--- src/rtl/udp_tx_sched.sv ---
// Frame scheduler between a packed-frame TX FIFO and a UDP engine.
// It counts queued frames, starts one frame at a time, paces the serializer and enforces an inter-frame gap.
module udp_tx_sched #(
    parameter int LEN     = 113,
    parameter int IFG_CYC = 12,
    parameter int CNT_W   = 4,
    parameter int TO_CYC  = 4096
) (
    input  logic             gmii_clk,
    input  logic             rst_n,
    input  logic             frame_in,
    input  logic             arp_done,
    input  logic             fifo_empty,
    input  logic             udp_tx_data_en,
    input  logic             udp_tx_done,
    output logic             udp_tx_start,
    output logic [15:0]      ip_data_len,
    output logic             fifo_rd_en,
    output logic             ser_load,
    output logic             ser_read,
    output logic             busy,
    output logic [CNT_W-1:0] pending,
    output logic             ovf_err,
    output logic             len_err,
    output logic             timeout
);
    localparam int               BW       = $clog2(LEN + 1);
    localparam logic [BW-1:0]    LEN_C    = BW'(LEN);
    localparam logic [BW-1:0]    BYTE_ONE = BW'(1);
    localparam logic [15:0]      TO_LAST  = 16'(TO_CYC - 1);
    localparam logic [7:0]       IFG_LAST = 8'(IFG_CYC - 1);
    localparam logic [CNT_W-1:0] PEND_MAX = {CNT_W{1'b1}};
    localparam logic [CNT_W-1:0] PEND_ONE = CNT_W'(1);

    typedef enum logic [2:0] {
        IDLE      = 3'd0,
        POP       = 3'd1,
        LOAD      = 3'd2,
        WAIT_DATA = 3'd3,
        SEND      = 3'd4,
        GAP       = 3'd5
    } state_t;

    state_t           state_q;
    logic [BW-1:0]    byte_cnt_q;
    logic [15:0]      wd_q;
    logic [7:0]       gap_q;
    logic [CNT_W-1:0] pending_q;
    logic [CNT_W-1:0] pending_d;
    logic             start_q;
    logic             rd_q;
    logic             load_q;
    logic             busy_q;
    logic             ovf_q;
    logic             len_err_q;
    logic             timeout_q;
    logic             pop_s;
    logic             ovf_set_s;
    logic             ser_read_s;
    logic             go_s;

    assign ip_data_len = 16'(LEN + 28);

    // Pending-frame bookkeeping: frame_in and a POP in the same cycle cancel out.
    always_comb begin
        pop_s     = (state_q == POP);
        pending_d = pending_q;
        ovf_set_s = 1'b0;
        if (frame_in && !pop_s) begin
            if (pending_q == PEND_MAX) begin
                ovf_set_s = 1'b1;
            end else begin
                pending_d = pending_q + PEND_ONE;
            end
        end else if (!frame_in && pop_s) begin
            pending_d = pending_q - PEND_ONE;
        end else begin
            pending_d = pending_q;
        end
    end

    // Byte advance is live during WAIT_DATA too, so the first payload byte is not lost.
    always_comb begin
        ser_read_s = ((state_q == WAIT_DATA) || (state_q == SEND)) &&
                     udp_tx_data_en && (byte_cnt_q < LEN_C);
        go_s       = (pending_q != {CNT_W{1'b0}}) && arp_done && !fifo_empty;
    end

    // Pending counter and overflow flag.
    always_ff @(posedge gmii_clk or negedge rst_n) begin
        if (!rst_n) begin
            pending_q <= {CNT_W{1'b0}};
            ovf_q     <= 1'b0;
        end else begin
            pending_q <= pending_d;
            if (ovf_set_s) begin
                ovf_q <= 1'b1;
            end else begin
                ovf_q <= ovf_q;
            end
        end
    end

    // Frame FSM with registered strobes, byte counter, watchdog and gap timer.
    always_ff @(posedge gmii_clk or negedge rst_n) begin
        if (!rst_n) begin
            state_q    <= IDLE;
            byte_cnt_q <= {BW{1'b0}};
            wd_q       <= 16'd0;
            gap_q      <= 8'd0;
            start_q    <= 1'b0;
            rd_q       <= 1'b0;
            load_q     <= 1'b0;
            busy_q     <= 1'b0;
            len_err_q  <= 1'b0;
            timeout_q  <= 1'b0;
        end else begin
            start_q   <= 1'b0;
            rd_q      <= 1'b0;
            load_q    <= 1'b0;
            timeout_q <= 1'b0;
            case (state_q)
                IDLE: begin
                    if (go_s) begin
                        state_q <= POP;
                        start_q <= 1'b1;
                        rd_q    <= 1'b1;
                        busy_q  <= 1'b1;
                    end else begin
                        busy_q  <= 1'b0;
                    end
                end
                POP: begin
                    state_q <= LOAD;
                    load_q  <= 1'b1;
                    busy_q  <= 1'b1;
                end
                LOAD: begin
                    state_q    <= WAIT_DATA;
                    byte_cnt_q <= {BW{1'b0}};
                    wd_q       <= 16'd0;
                    busy_q     <= 1'b1;
                end
                WAIT_DATA, SEND: begin
                    busy_q <= 1'b1;
                    wd_q   <= wd_q + 16'd1;
                    if (ser_read_s) begin
                        byte_cnt_q <= byte_cnt_q + BYTE_ONE;
                    end
                    if ((state_q == SEND) && udp_tx_data_en && (byte_cnt_q == LEN_C)) begin
                        len_err_q <= 1'b1;
                    end
                    // A done pulse wins over a watchdog expiry in the same cycle.
                    if (udp_tx_done) begin
                        if (byte_cnt_q != LEN_C) begin
                            len_err_q <= 1'b1;
                        end
                        state_q <= GAP;
                        gap_q   <= 8'd0;
                    end else if (wd_q == TO_LAST) begin
                        timeout_q <= 1'b1;
                        state_q   <= GAP;
                        gap_q     <= 8'd0;
                    end else if ((state_q == WAIT_DATA) && udp_tx_data_en) begin
                        state_q <= SEND;
                    end
                end
                GAP: begin
                    if (gap_q == IFG_LAST) begin
                        state_q <= IDLE;
                        busy_q  <= 1'b0;
                    end else begin
                        gap_q   <= gap_q + 8'd1;
                        busy_q  <= 1'b1;
                    end
                end
                default: begin
                    state_q <= IDLE;
                    busy_q  <= 1'b0;
                end
            endcase
        end
    end

    assign udp_tx_start = start_q;
    assign fifo_rd_en   = rd_q;
    assign ser_load     = load_q;
    assign ser_read     = ser_read_s;
    assign busy         = busy_q;
    assign pending      = pending_q;
    assign ovf_err      = ovf_q;
    assign len_err      = len_err_q;
    assign timeout      = timeout_q;
endmodule
--- config.mk ---
export PLATFORM = sky130hd
export DESIGN_NAME = udp_tx_sched
export DESIGN_NICKNAME = d
export VERILOG_FILES = /design/src/rtl/udp_tx_sched.sv
export SDC_FILE = /design/constraint.sdc
export NUM_CORES = 1
export LEC_CHECK = 0
export BUFFER_PORTS_ARGS = -buffer_cell sky130_fd_sc_hd__buf_2
export CAP_MARGIN = 20
export CORE_AREA = 2 2 69 71
export DETAILED_ROUTE_END_ITERATION = 10
export DIE_AREA = 0 0 71 73
export PLACE_DENSITY_LB_ADDON = 0.2
export SYNTH_ARGS = -nofsm -noshare
export SYNTH_HDL_FRONTEND = slang
export SYNTH_SLANG_ARGS = --single-unit
--- constraint.sdc ---
create_clock -name gmii_clk -period 2.65 [get_ports gmii_clk]
set_input_delay 0.1325 -clock gmii_clk [delete_from_list [all_inputs] [get_ports gmii_clk]]
set_output_delay 0.1325 -clock gmii_clk [all_outputs]
set_load 0.005 [all_outputs]
==> run metrics <==
Area Overhead vs Synth=7.12%; initial core utilization=between 50 and 60%; cts bufs inserted=5; initial antenna violation count=0; Seq/Total Area, Yosys=a little under half; fin crit period=between 2 and 2.5 ns; final WL=about 4300 um; WHS=-0.0372 ns; GPL Wtd Cong=about 0.8; Die ar.=between 5000 and 6000 um^2; # IOs=35; ys flop type=dfrtp_1; drc violations=0; GRT overflow=0; die width=between 70 and 80 um; Leak=around 1.2 nW; max-slew violations=0; hold_buf cts=0; nets=282; TNS Setup=0 ns; vias in the first global route=1,574; # Post-CTS Setup Buffers=0; dpl ws=between 0.5 and 0.6 ns; Worst Skew=0.0113 ns; Hold Path Class=in -> async; first-pass GRT wire length=roughly 7200 um; first-pass iteration count of the detailed router=4; Slew @ Worst Pin=~0.95 ns; failing checks=hold timing; critical path type=reg -> reg; synthesized instance count=between 200 and 250; critical path startpoint category=register; fraction of registers with async set or reset after synthesis=100%; WP data required=2.82 ns; Clock Pin Slew Worst Setup and Hold Paths=0.08 ns; average cell area after synthesis=between 9 and 10 um^2; wire per inst=roughly 13 um; Setup-failing EPs final=0; Row Count=25; overall fraction of global-route tracks in use=between 10% and 20%; Iteration-0 DRC Markers=approximately 100; outcome=finished with violations; Post-synth EDFFs=0; H-Tree Depth=2; # clock sinks=between 40 and 50; die height=roughly 73 um; FF+latch count, synth=44; Core Area=around 4500 um^2; CP Data Arrival Time=between 2 and 2.5 ns; endpoints failing hold=38; maxcap violations=0; ANT nets after route=0; Post-DP HPWL=around 3000 um; CTS tree=done; clock latency at the later pin of the worst-skew pair=about 0.30 ns; Worst setup EP type=register; Mapped Area=2420 um^2; layout cell share with drive strength beyond 1=approximately 16%; Fmax=463 MHz; CTS Buffer Depth=2; post-route setup slack=just under 0.5 ns; period utilization=between 80% and 90%; Cell Pwr Density=roughly 850 nW/um^2; fillers=around 400; PortBufs=18; CTS resizes=0; vias per std cell=approximately 5.5; crit path max fanout=6; Antenna diodes=0; RSZ-0062 raised after global routing=no; total number of vias=1,791; CTS Root Cell=clkbuf_8; Syn. warnings=0; largest net degree at the start of global routing=45; post-synth cell types=53; VDD IR max=0.541 mV; Slew HR=approximately 37%
[where the power goes]
group          internal (mW)  switching (mW)  total, mW
sequential             0.801           0.132      0.933
combinational          0.373           0.453      0.825
clock                  0.208           0.232      0.441
[layer usage]
layer  wire length (um)  track usage [%]
met5                  0                0
met4                 57             6.92
met3                206             4.97
met2               1990             29.3
met1               2020             23.0
[layout make-up]
cell class / count / area [um^2] / area share, %
clock buffer: 6 / 82.6 / 3.18
sequential: 44 / 1100 / 42.4
tap: 54 / 67.6 / 2.60
multi-input combinational: 189 / 1190 / 45.8
clock inverter: 2 / 10.0 / 0.385
inverter: 5 / 18.8 / 0.723
timing repair buffer: 23 / 128 / 4.91
[per-stage QoR]
stage	utilization (%)	hold slack, ns	instances	total power [mW]	cell area (um^2)
after floorplan	-	-0.163	262	1.55	2480
after global placement	55.2	0.343	315	1.77	2500
after detailed placement	55.2	0.344	315	1.78	2500
after CTS	57.3	0.00940	323	2.23	2600
after global routing	57.3	0.0572	323	2.39	2600
final	57.3	-0.0372	323	2.20	2600
[path summary, 6_finish.rpt]
kind                             start    endpoint  slack, ns  cells past startpoint
max                         state_q[2]  pending[3]       0.49                      8
min                              rst_n     wd_q[4]      -0.04                      1
max reg2reg                 state_q[2]  pending[3]       0.49                      8
min reg2reg                   wd_q[11]    wd_q[11]       0.48                      1
max in group asynchronous        rst_n    gap_q[6]       2.08                      1
min in group gmii_clk      udp_tx_done     timeout       0.06                      2
[Yosys cell counts, types with 2 or more instances]
cell      count  share of area [%]
a22o_1        2               0.72
a21oi_1       4               0.83
inv_1         5               0.77
nor2_1       19                2.9
and4_1        2               0.72
and3_1        2               0.52
xor2_1        3                1.1
ha_1          6                3.1
buf_2         2               0.41
a31oi_1       5                1.3
nand3_1      13                2.7
nand2b_1      2               0.52
mux2i_1      12                5.0
nand3b_1      3               0.93
nor4_1        2               0.52
dfrtp_1      44                 45
o21ai_0      20                4.1
buf_4        20                6.2
xnor2_1       4                1.4
nand4_1      10                2.6
o31ai_1       2               0.62
conb_1        2               0.31
nor4b_1       2               0.72
nand2_1      31                4.8
nor3_1        3               0.62
[sequential cells by signal (all words and copies together), names as in the netlist]
register and cells:
state_q 3, gap_q 8, timeout 1, fifo_rd_en 1, ovf_err 1, byte_cnt_q 7
len_err 1, ser_load 1, pending 4, busy 1, wd_q 16
[worst max-delay path: stages (launching register included)]
cell,delay (ns)
dfrtp_1,0.38
or3b_1,0.43
nand2_1,0.20
ha_1,0.27
a21o_1,0.18
a21oi_1,0.24
nand2_1,0.11
o311ai_0,0.10
o21ai_0,0.13
[layout by cell type (no fill, tap or decap), drive strengths merged, types with 10 or more instances in the layout]
master,Yosys,layout
dfrtp,44,44
nand2,31,31
buf,23,23
o21ai,20,20
nor2,20,20
conb,2,16
nand3,13,13
mux2i,12,12
nand4,10,10
[kinds of logic after synthesis]
| kind of cell | count (synthesis) | synth area share, % |
|---|---|---|
| adder cells (fa/ha/maj) | 7 | 3.92 |
| multiplexers | 14 | 6.04 |
| flip-flops | 44 | 45.4 |
| AND/OR/NAND/NOR | 101 | 22.3 |
| AO/OA/AOI/OAI | 44 | 11.8 |
| buffers and inverters | 29 | 7.69 |
| other | 2 | 0.310 |
| XOR/XNOR | 7 | 2.53 |
Power figures use the tool's default switching activity.
